==> src/rtl/ttc_trig_pkg.sv <==
// Shared definitions for the TTC trigger-info word: field positions, widths,
// trigger-type codes and reader FSM state indices.
package ttc_trig_pkg;

    localparam int WORD_W      = 128;

    localparam int TS_W        = 44;
    localparam int TRIGNUM_W   = 24;
    localparam int EVTCNT_W    = 24;
    localparam int TYPE_W      = 5;
    localparam int XADC_W      = 4;
    localparam int RSVD_W      = 26;

    localparam int TS_LSB      = 0;
    localparam int TS_MSB      = 43;
    localparam int TRIGNUM_LSB = 44;
    localparam int TRIGNUM_MSB = 67;
    localparam int EVTCNT_LSB  = 68;
    localparam int EVTCNT_MSB  = 91;
    localparam int TYPE_LSB    = 92;
    localparam int TYPE_MSB    = 96;
    localparam int EMPTY_BIT   = 97;
    localparam int XADC_LSB    = 98;
    localparam int XADC_MSB    = 101;
    localparam int RSVD_LSB    = 102;
    localparam int RSVD_MSB    = 127;

    localparam logic [TYPE_W-1:0] TRIG_TYPE_ASYNC = 5'b00111;

    localparam int ST_W             = 3;
    localparam int ST_IDLE_IDX      = 0;
    localparam int ST_OFFER_IDX     = 1;
    localparam int ST_WAIT_DONE_IDX = 2;

    typedef struct packed {
        logic [XADC_W-1:0]    xadc;
        logic                 empty;
        logic [TYPE_W-1:0]    trig_type;
        logic [EVTCNT_W-1:0]  event_cnt;
        logic [TRIGNUM_W-1:0] trig_num;
        logic [TS_W-1:0]      timestamp;
    } trig_info_t;

    // 24-bit continuity counters wrap 0xFFFFFF -> 0x000000.
    function automatic logic [23:0] next_count(input logic [23:0] v);
        return v + 24'd1;
    endfunction

endpackage

==> src/rtl/ttc_trigger_info_reader_if.sv <==
// FIFO read port and event-descriptor handshake of the trigger-info reader.
// slave = the reader, master = FIFO plus command manager.
interface ttc_trigger_info_reader_if;
    import ttc_trig_pkg::*;

    logic                 fifo_valid;
    logic [WORD_W-1:0]    fifo_data;
    logic                 fifo_ready;

    logic                 evt_valid;
    logic                 evt_ready;
    logic [TRIGNUM_W-1:0] evt_trig_num;
    logic [EVTCNT_W-1:0]  evt_event_cnt;
    logic [TYPE_W-1:0]    evt_trig_type;
    logic                 evt_empty;
    logic [XADC_W-1:0]    evt_xadc_alarms;
    logic [TS_W-1:0]      evt_timestamp;
    logic                 readout_done;

    modport master (
        output fifo_valid, fifo_data, evt_ready, readout_done,
        input  fifo_ready, evt_valid, evt_trig_num, evt_event_cnt,
               evt_trig_type, evt_empty, evt_xadc_alarms, evt_timestamp
    );

    modport slave (
        input  fifo_valid, fifo_data, evt_ready, readout_done,
        output fifo_ready, evt_valid, evt_trig_num, evt_event_cnt,
               evt_trig_type, evt_empty, evt_xadc_alarms, evt_timestamp
    );

endinterface

==> src/rtl/ttc_trig_word_unpack.sv <==
// Combinational split of a 128-bit trigger-info word into its fields, plus a
// flag for any non-zero reserved bit.
module ttc_trig_word_unpack
    import ttc_trig_pkg::*;
(
    input  logic [WORD_W-1:0] word,
    output trig_info_t        info,
    output logic              rsvd_err
);

    always_comb begin
        info.timestamp = word[TS_MSB:TS_LSB];
        info.trig_num  = word[TRIGNUM_MSB:TRIGNUM_LSB];
        info.event_cnt = word[EVTCNT_MSB:EVTCNT_LSB];
        info.trig_type = word[TYPE_MSB:TYPE_LSB];
        info.empty     = word[EMPTY_BIT];
        info.xadc      = word[XADC_MSB:XADC_LSB];
        rsvd_err       = |word[RSVD_MSB:RSVD_LSB];
    end

endmodule

==> src/rtl/ttc_trigger_info_reader.sv <==
// Pops TTC trigger-info words, checks continuity, offers one event at a time.
// Optional: TRIG_TIMESTAMP_CHECK_EN adds a monotonic timestamp check.
module ttc_trigger_info_reader
    import ttc_trig_pkg::*;
#(
    parameter logic [23:0] DONE_TIMEOUT = 24'd4000000
) (
    input  logic                   clk,
    input  logic                   reset_n,
    input  logic                   reset_trig_num,
    ttc_trigger_info_reader_if.slave bus,
    output logic [ST_W-1:0]        state,
    output logic [23:0]            events_read,
    output logic [23:0]            empty_events,
    output logic                   error_seq,
    output logic                   error_format,
    output logic                   error_timeout
`ifdef TRIG_TIMESTAMP_CHECK_EN
    ,
    output logic                   error_timestamp
`endif
);

    localparam logic [ST_W-1:0] S_IDLE      = ST_W'(1 << ST_IDLE_IDX);
    localparam logic [ST_W-1:0] S_OFFER     = ST_W'(1 << ST_OFFER_IDX);
    localparam logic [ST_W-1:0] S_WAIT_DONE = ST_W'(1 << ST_WAIT_DONE_IDX);

    trig_info_t           word_info;
    logic                 word_rsvd_err;
    logic                 pop;

    logic [ST_W-1:0]      state_q, state_d;
    trig_info_t           evt_q, evt_d;
    logic [23:0]          events_read_q, events_read_d;
    logic [23:0]          empty_events_q, empty_events_d;
    logic [TRIGNUM_W-1:0] exp_trig_q, exp_trig_d;
    logic [EVTCNT_W-1:0]  exp_cnt_q, exp_cnt_d;
    logic                 error_seq_q, error_seq_d;
    logic                 error_format_q, error_format_d;
    logic                 error_timeout_q, error_timeout_d;
    logic [23:0]          to_cnt_q, to_cnt_d;
`ifdef TRIG_TIMESTAMP_CHECK_EN
    logic [TS_W-1:0]      prev_ts_q, prev_ts_d;
    logic                 ts_armed_q, ts_armed_d;
    logic                 error_ts_q, error_ts_d;
`endif

    ttc_trig_word_unpack u_unpack (
        .word     (bus.fifo_data),
        .info     (word_info),
        .rsvd_err (word_rsvd_err)
    );

    // Pop is gated by reset so an aborted event never leaves a pop behind.
    assign pop = reset_n && (state_q == S_IDLE) && bus.fifo_valid;

    always_comb begin
        state_d         = state_q;
        evt_d           = evt_q;
        events_read_d   = events_read_q;
        empty_events_d  = empty_events_q;
        exp_trig_d      = exp_trig_q;
        exp_cnt_d       = exp_cnt_q;
        error_seq_d     = error_seq_q;
        error_format_d  = error_format_q;
        error_timeout_d = error_timeout_q;
        to_cnt_d        = 24'd0;
`ifdef TRIG_TIMESTAMP_CHECK_EN
        prev_ts_d       = prev_ts_q;
        ts_armed_d      = ts_armed_q;
        error_ts_d      = error_ts_q;
`endif

        case (state_q)
            S_IDLE: begin
                if (pop) begin
                    state_d       = S_OFFER;
                    evt_d         = word_info;
                    events_read_d = next_count(events_read_q);
                    if (word_info.empty) begin
                        empty_events_d = next_count(empty_events_q);
                    end
                    if (word_rsvd_err) begin
                        error_format_d = 1'b1;
                    end
                    if (!reset_trig_num) begin
                        if (word_info.trig_num != exp_trig_q) begin
                            error_seq_d = 1'b1;
                        end
                        exp_trig_d = next_count(word_info.trig_num);
                        // Empty events carry no meaningful accepted-event count.
                        if (!word_info.empty) begin
                            if (word_info.event_cnt != exp_cnt_q) begin
                                error_seq_d = 1'b1;
                            end
                            exp_cnt_d = next_count(word_info.event_cnt);
                        end
                    end
`ifdef TRIG_TIMESTAMP_CHECK_EN
                    if (!reset_trig_num && ts_armed_q &&
                        (word_info.timestamp <= prev_ts_q)) begin
                        error_ts_d = 1'b1;
                    end
                    prev_ts_d  = word_info.timestamp;
                    ts_armed_d = 1'b1;
`endif
                end
            end
            S_OFFER: begin
                if (bus.evt_ready) begin
                    state_d = S_WAIT_DONE;
                end
            end
            S_WAIT_DONE: begin
                if (bus.readout_done) begin
                    state_d = S_IDLE;
                end else if ((DONE_TIMEOUT != 24'd0) &&
                             (to_cnt_q == DONE_TIMEOUT - 24'd1)) begin
                    error_timeout_d = 1'b1;
                    state_d         = S_IDLE;
                end else begin
                    to_cnt_d = to_cnt_q + 24'd1;
                end
            end
            default: begin
                state_d = S_IDLE;
            end
        endcase

        // Channel B trigger-number reset overrides whatever the pop computed.
        if (reset_trig_num) begin
            exp_trig_d = 24'd1;
            exp_cnt_d  = 24'd1;
`ifdef TRIG_TIMESTAMP_CHECK_EN
            ts_armed_d = 1'b0;
`endif
        end
    end

    always_ff @(posedge clk) begin
        if (!reset_n) begin
            state_q         <= S_IDLE;
            evt_q           <= '0;
            events_read_q   <= 24'd0;
            empty_events_q  <= 24'd0;
            exp_trig_q      <= 24'd1;
            exp_cnt_q       <= 24'd1;
            error_seq_q     <= 1'b0;
            error_format_q  <= 1'b0;
            error_timeout_q <= 1'b0;
            to_cnt_q        <= 24'd0;
`ifdef TRIG_TIMESTAMP_CHECK_EN
            prev_ts_q       <= '0;
            ts_armed_q      <= 1'b0;
            error_ts_q      <= 1'b0;
`endif
        end else begin
            state_q         <= state_d;
            evt_q           <= evt_d;
            events_read_q   <= events_read_d;
            empty_events_q  <= empty_events_d;
            exp_trig_q      <= exp_trig_d;
            exp_cnt_q       <= exp_cnt_d;
            error_seq_q     <= error_seq_d;
            error_format_q  <= error_format_d;
            error_timeout_q <= error_timeout_d;
            to_cnt_q        <= to_cnt_d;
`ifdef TRIG_TIMESTAMP_CHECK_EN
            prev_ts_q       <= prev_ts_d;
            ts_armed_q      <= ts_armed_d;
            error_ts_q      <= error_ts_d;
`endif
        end
    end

    assign bus.fifo_ready      = pop;
    assign bus.evt_valid       = (state_q == S_OFFER);
    assign bus.evt_trig_num    = evt_q.trig_num;
    assign bus.evt_event_cnt   = evt_q.event_cnt;
    assign bus.evt_trig_type   = evt_q.trig_type;
    assign bus.evt_empty       = evt_q.empty;
    assign bus.evt_xadc_alarms = evt_q.xadc;
    assign bus.evt_timestamp   = evt_q.timestamp;

    assign state         = state_q;
    assign events_read   = events_read_q;
    assign empty_events  = empty_events_q;
    assign error_seq     = error_seq_q;
    assign error_format  = error_format_q;
    assign error_timeout = error_timeout_q;
`ifdef TRIG_TIMESTAMP_CHECK_EN
    assign error_timestamp = error_ts_q;
`endif

endmodule

==> src/flat_wrapper.sv <==
// flat-port wrapper written by rule: the top's interface ports become plain ports
module ttc_trigger_info_reader_flat import ttc_trig_pkg::*;
#(
    parameter logic [23:0] DONE_TIMEOUT = 24'd4000000
)
  (clk, reset_n, reset_trig_num, state, events_read, empty_events, error_seq, error_format, error_timeout, bus_fifo_valid, bus_fifo_data, bus_evt_ready, bus_readout_done, bus_fifo_ready, bus_evt_valid, bus_evt_trig_num, bus_evt_event_cnt, bus_evt_trig_type, bus_evt_empty, bus_evt_xadc_alarms, bus_evt_timestamp);
  ttc_trigger_info_reader_if bus_i ();
  input  logic clk;
  input  logic reset_n;
  input  logic reset_trig_num;
  output logic [ST_W-1:0] state;
  output logic [23:0] events_read;
  output logic [23:0] empty_events;
  output logic error_seq;
  output logic error_format;
  output logic error_timeout;
  input wire logic [$bits(bus_i.fifo_valid)-1:0] bus_fifo_valid;
  input wire logic [$bits(bus_i.fifo_data)-1:0] bus_fifo_data;
  input wire logic [$bits(bus_i.evt_ready)-1:0] bus_evt_ready;
  input wire logic [$bits(bus_i.readout_done)-1:0] bus_readout_done;
  output wire logic [$bits(bus_i.fifo_ready)-1:0] bus_fifo_ready;
  output wire logic [$bits(bus_i.evt_valid)-1:0] bus_evt_valid;
  output wire logic [$bits(bus_i.evt_trig_num)-1:0] bus_evt_trig_num;
  output wire logic [$bits(bus_i.evt_event_cnt)-1:0] bus_evt_event_cnt;
  output wire logic [$bits(bus_i.evt_trig_type)-1:0] bus_evt_trig_type;
  output wire logic [$bits(bus_i.evt_empty)-1:0] bus_evt_empty;
  output wire logic [$bits(bus_i.evt_xadc_alarms)-1:0] bus_evt_xadc_alarms;
  output wire logic [$bits(bus_i.evt_timestamp)-1:0] bus_evt_timestamp;
  assign bus_i.fifo_valid = bus_fifo_valid;
  assign bus_i.fifo_data = bus_fifo_data;
  assign bus_i.evt_ready = bus_evt_ready;
  assign bus_i.readout_done = bus_readout_done;
  assign bus_fifo_ready = bus_i.fifo_ready;
  assign bus_evt_valid = bus_i.evt_valid;
  assign bus_evt_trig_num = bus_i.evt_trig_num;
  assign bus_evt_event_cnt = bus_i.evt_event_cnt;
  assign bus_evt_trig_type = bus_i.evt_trig_type;
  assign bus_evt_empty = bus_i.evt_empty;
  assign bus_evt_xadc_alarms = bus_i.evt_xadc_alarms;
  assign bus_evt_timestamp = bus_i.evt_timestamp;
  ttc_trigger_info_reader #(.DONE_TIMEOUT(DONE_TIMEOUT)) u_core (.clk(clk), .reset_n(reset_n), .reset_trig_num(reset_trig_num), .bus(bus_i), .state(state), .events_read(events_read), .empty_events(empty_events), .error_seq(error_seq), .error_format(error_format), .error_timeout(error_timeout));
endmodule
==> config.mk <==
export PLATFORM = sky130hd
export DESIGN_NAME = ttc_trigger_info_reader_flat
export DESIGN_NICKNAME = d
export VERILOG_FILES = /design/src/rtl/ttc_trig_pkg.sv /design/src/rtl/ttc_trigger_info_reader_if.sv /design/src/rtl/ttc_trig_word_unpack.sv /design/src/rtl/ttc_trigger_info_reader.sv /design/src/flat_wrapper.sv
export SDC_FILE = /design/constraint.sdc
export NUM_CORES = 1
export LEC_CHECK = 0
export CORE_UTILIZATION = 45
export DETAILED_ROUTE_END_ITERATION = 10
export PLACE_DENSITY = 0.79
export SETUP_SLACK_MARGIN = 0.4
export SLEW_MARGIN = 20
export SYNTH_ARGS = -nofsm -noshare
export SYNTH_HDL_FRONTEND = slang
export SYNTH_HIERARCHICAL = 1
export SYNTH_SLANG_ARGS = --single-unit
==> constraint.sdc <==
create_clock -name clk -period 3.86 [get_ports clk]
set_input_delay 0.772 -clock clk [delete_from_list [all_inputs] [get_ports clk]]
set_output_delay 0.772 -clock clk [all_outputs]
set_load 0.01 [all_outputs]
# Yosys cells after proc, flatten, opt, wreduce, memory -nomap -nowiden
# Cells that the tools add are included.
[totals] output_inout_bits=158 wordCells=54 reg_bits=228 in_bits=134
[classes] n_mux=8 reduce_logical=12 eq_ne=9 n_addsub=5 n_bitwise=5
[ops] operator="$add A24 B1 Y24 const B" count=5
[ops] operator="$ne A24 B24 Y1" count=2
[ops] operator="$reduce_or A26 Y1" count=1
[ops] operator="$eq A24 B22 Y1 const B" count=1
[ops] operator="$reduce_and A3 Y1" count=6
[ops] operator="$mux W3" count=4
[ops] operator="$pmux W3 S3" count=1
[ops] operator="$not A1 Y1" count=5
[ops] operator="$ne A2 B2 Y1 const B" count=2
[ops] operator="$reduce_or A4 Y1" count=1
[ops] operator="$eq A3 B1 Y1 const B" count=1
[ops] operator="$eq A3 B2 Y1 const B" count=1
[ops] operator="$eq A3 B3 Y1 const B" count=1
[ops] operator="$mux W1" count=3
[ops] operator="$ne A3 B2 Y1 const B" count=1
[ops] operator="$logic_and A1 B1 Y1" count=2
[ops] operator="$reduce_and A2 Y1" count=1
[ops] operator="$reduce_or A2 Y1" count=1

# Logic depth before layout (Yosys ltp)
[depth] depth_word=5 mapped_depth=8 mapped_depth_nobuf=6

# Hierarchy
# Netlist, hierarchy kept.
[modules_own_cells] module="ttc_trigger_info_reader" instances=1 area_per_inst_um2=10045.9 cells_per_inst=1221 seq_area_each_um2=4564.4
[modules_own_cells] module="ttc_trig_word_unpack" instances=1 area_per_inst_um2=827.0 cells_per_inst=111 seq_area_each_um2=0.0

# Worst setup path before layout
# Ideal clock, no wire load.
[synth_timing] kind="input to output" start="input bus_fifo_valid" end="output bus_fifo_ready" setup_slack_ps=1334 required_time_ps=3088 path_stages=5 n_path_buf=2 t_arrival_ps=1754 path_cell_list="and4bb_2 > nand2_1 > inv_2 > buf_2 > buf_1"
[synth_via] elab_chain_cells=1
[synth_lines] item="from (decl)" line_no="flat_wrapper.sv:17" text="input wire logic [$bits(bus_i.fifo_valid)-1:0] bus_fifo_valid;"
[synth_lines] item="$logic_and A1 B1 Y1" line_no="ttc_trigger_info_reader.sv:55" text="assign pop = reset_n && (state_q == S_IDLE) && bus.fifo_valid;"
[synth_lines] item="to (decl)" line_no="flat_wrapper.sv:21" text="output wire logic [$bits(bus_i.fifo_ready)-1:0] bus_fifo_ready;"
# Every way passes these cells.

# Worst setup path after layout
# Ends and elaborated chain as after synthesis.

==> impl_metrics.ini <==
[yosys]
ys_seq_area_share_pct = 42.0
synthesis.nets = 1471
fraction_of_registers_with_async_set_or_reset_after_synthesis_pct = 0
yosys_most_used_dff = sky130_fd_sc_hd__dfxtp_1
synth-edff-count = 0
synth.distinct_cells = 54
yosysWarnings = 6
synthesis.area_sq_um = 10900
number_of_register_bits_inferred_by_synthesis = 228
synthCells = 1332
post_synth.cell_area_avg_sq_um = 8.16

[timing]
post-route-period-util_pct = 85.3
fin_setup_tns_ps = 0
transition_time_of_the_tightest_slew_check_pin_ps = 978
finalSetupViolCount = 0
holdWs_ps = 451
rsz0062_at_grt = no
maxClockFrequency_mhz = 304
timing_max_transition_violations_final = 0
hold_violations = 0
slew_headroom_pct = 34.6
fin_worst_skew_ps = 5.77
timing.final.crit_period_ps = 3290

[clocking]
ctsResizeCount = 0
path_clk_slew_ps = 60
clkSinkCount = 228
root_buffer = sky130_fd_sc_hd__clkbuf_16
postCtsSetupRepairBufs = 0
holdBufCountCts = 0
clock_insertion_delay_worst_skew_ps = 520
tritoncts = done
cts_buffers = 26
ctsHtreeMaxLevel = 1
clock_path_buffers = 3

[hold_path]
worstHoldPathType = register to register

[critical_path]
ws_path_type = primary input to output pin
worst-path-max-fanout = 6
required_ps = 3090
cp.arrival_ps = 2520
worst_setup_path_end_kind = output pin
worstSetupStartpointType = primary input

[finish]
areaGrowthSynthToFinish_pct = 30.4
fillerInstances = 2053
final_core_utilization_pct = 60.1
antenna_cells = 0
drive_gt1_share_pct = 5.73
finalNetCount = 1622

[run]
max-cap-violations = 0

[die]
core_sq_um = 23600
io_pins = 292
row_count = 56
die_height_um = 157
die-area_sq_um = 24800
initial_core_utilization_pct = 46.0
die_width_um = 157

[power_and_ir_drop]
power_density_nw_per_um2 = 423
power.ir.vdd_worst_uv = 342
leakagePower_nw = 5.20
total_power_mw = 6.00

[drt]
drt_first_iter_violations = 605
via_per_inst = 5.28
postRouteWirelength_um = 29100
dr_total_vias = 9609
final_antenna_net_count = 0
routedWlPerCell_um = 16.0
post-route-drc-count = 0
detailedRoute.firstPassIterationCount = 5

[grt]
grt_max_degree = 147
globalRouteTotalUtil_pct = 22.9
number_of_antenna_violations_at_the_first_check_in_global_routing = 0
grt_overflow = 0
grt_pass1_wl_um = 45900
grt_pass1_vias = 9054

[place]
gp_routability_congestion = 0.848
dpl.hpwl_um = 20300
numPortBuffers = 291

[run_status]
outcome = finished clean
-- cells in the mapped netlist, types with 2 or more instances --
cell type / count / area share (%)
sky130_fd_sc_hd__nand4_2: 2 / 0.23
sky130_fd_sc_hd__clkbuf_1: 48 / 1.7
sky130_fd_sc_hd__nand4_1: 35 / 2.0
sky130_fd_sc_hd__buf_2: 17 / 0.78
sky130_fd_sc_hd__nor3_2: 7 / 0.64
sky130_fd_sc_hd__inv_2: 2 / 0.069
sky130_fd_sc_hd__nor2b_1: 2 / 0.12
sky130_fd_sc_hd__nor3_1: 11 / 0.51
sky130_fd_sc_hd__nand4_4: 2 / 0.39
sky130_fd_sc_hd__or4_1: 5 / 0.35
sky130_fd_sc_hd__and3_1: 10 / 0.58
sky130_fd_sc_hd__o21a_1: 3 / 0.21
sky130_fd_sc_hd__nand2b_1: 4 / 0.23
sky130_fd_sc_hd__ha_1: 5 / 0.58
sky130_fd_sc_hd__nand3_1: 137 / 6.3
sky130_fd_sc_hd__xnor2_1: 84 / 6.8
sky130_fd_sc_hd__inv_1: 23 / 0.79
sky130_fd_sc_hd__and4_1: 9 / 0.73
sky130_fd_sc_hd__xor2_1: 55 / 4.4
sky130_fd_sc_hd__or3_1: 18 / 1.0
sky130_fd_sc_hd__o31ai_1: 4 / 0.28
sky130_fd_sc_hd__nor4_2: 8 / 0.92
sky130_fd_sc_hd__nand2_1: 236 / 8.1
sky130_fd_sc_hd__and2_1: 2 / 0.12
sky130_fd_sc_hd__nor4b_1: 3 / 0.24
sky130_fd_sc_hd__dfxtp_1: 228 / 42
sky130_fd_sc_hd__nor2_1: 109 / 3.8
sky130_fd_sc_hd__buf_1: 11 / 0.38
sky130_fd_sc_hd__nor4_1: 23 / 1.3
sky130_fd_sc_hd__a211oi_1: 30 / 2.1
sky130_fd_sc_hd__and4_4: 2 / 0.21
sky130_fd_sc_hd__a21oi_1: 39 / 1.8
sky130_fd_sc_hd__buf_4: 102 / 7.0
sky130_fd_sc_hd__o21ai_0: 36 / 1.7
-- placed cells by master, fill, tap and decap left out, types with 30 or more instances in the layout --
cell type and count:
sky130_fd_sc_hd__nand4_1 35, sky130_fd_sc_hd__clkdlybuf4s50_1 290, sky130_fd_sc_hd__a211oi_1 30, sky130_fd_sc_hd__nor2_1 109, sky130_fd_sc_hd__nand2_1 236, sky130_fd_sc_hd__a21oi_1 39
sky130_fd_sc_hd__nand3_1 137, sky130_fd_sc_hd__xor2_1 55, sky130_fd_sc_hd__xnor2_1 84, sky130_fd_sc_hd__o21ai_0 36, sky130_fd_sc_hd__dfxtp_1 228
-- path summary, 6_finish.rpt --
path / slack [ps] / to / startpoint / depth (start not counted)
max reg2reg: 1530 / u_core/empty_events[12] / u_core/state[0] / 5
min reg2reg: 450 / u_core/bus.evt_timestamp[40] / u_core/bus.evt_timestamp[40] / 2
max: 570 / bus_fifo_ready / bus_fifo_valid / 5
min: 450 / u_core/bus.evt_timestamp[40] / u_core/bus.evt_timestamp[40] / 2
-- kinds of logic (layout without fill, tap and decap cells) --
kind of cell / after synthesis / count (layout) / share of synthesized area, %
buffers and inverters: 204 / 373 / 10.8
muxes: 1 / 1 / 0.0921
and+or+nand+nor: 633 / 633 / 28.6
adders and majority gates: 5 / 5 / 0.575
AOI/OAI and AO/OA: 122 / 122 / 6.79
DFF: 228 / 228 / 42.0
xor gates and xnor gates: 139 / 139 / 11.2
-- layer usage --
layer	vias up	part of all wire, %	global-route usage [%]
met5	-	0	0
met4	0	2.2	6.38
met3	51	7.1	5.01
met2	361	48	39.0
met1	4496	42	29.0
li1	4701	-	-
-- state kept, by name (all words and copies together) (netlist names), 3 cells and up --
signal and flops:
u_core/events_read 24, u_core/empty_events 24, u_core/bus.evt_trig_type 5, u_core/to_cnt_q 24
u_core/bus.evt_xadc_alarms 4, u_core/exp_cnt_q 24, u_core/exp_trig_q 24, u_core/state 3
u_core/bus.evt_trig_num 24, u_core/bus.evt_timestamp 44, u_core/bus.evt_event_cnt 24
-- layout make-up --
cell class / instances / area (sq um) / share of cell area, %
Inverter: 25 / 96.3 / 0.679
Multi-Input combinational cell: 900 / 5150 / 36.3
Timing Repair Buffer: 302 / 3010 / 21.2
Clock buffer: 34 / 742 / 5.23
Clock inverter: 12 / 219 / 1.54
Tap cell: 319 / 399 / 2.81
Sequential cell: 228 / 4560 / 32.2
-- where the power goes --
part	switching (mW)	internal, mW	total, mW	leakage [nW]
Sequential	0.0636	2.46	2.52	1.85
Clock	0.986	1.75	2.73	0.466
Combinational	0.373	0.374	0.747	2.88
Total	1.42	4.58	6.00	5.20
-- critical path, cell delays in order --
cell,delay (ps)
sky130_fd_sc_hd__clkdlybuf4s50_1,550
sky130_fd_sc_hd__and4bb_2,370
sky130_fd_sc_hd__nand2_1,140
sky130_fd_sc_hd__inv_4,100
sky130_fd_sc_hd__clkdlybuf4s50_1,580
-- per-stage QoR --
stage / instance area (sq um) / cells / setup WS (ps)
floorplan: 10900 / 1332 / 1330
global placement: 13200 / 1774 / 566
detailed placement: 13200 / 1774 / 558
CTS: 14200 / 1820 / 556
global route: 14200 / 1820 / 537
finish: 14200 / 1820 / 569
Power figures use the tool's default switching activity.
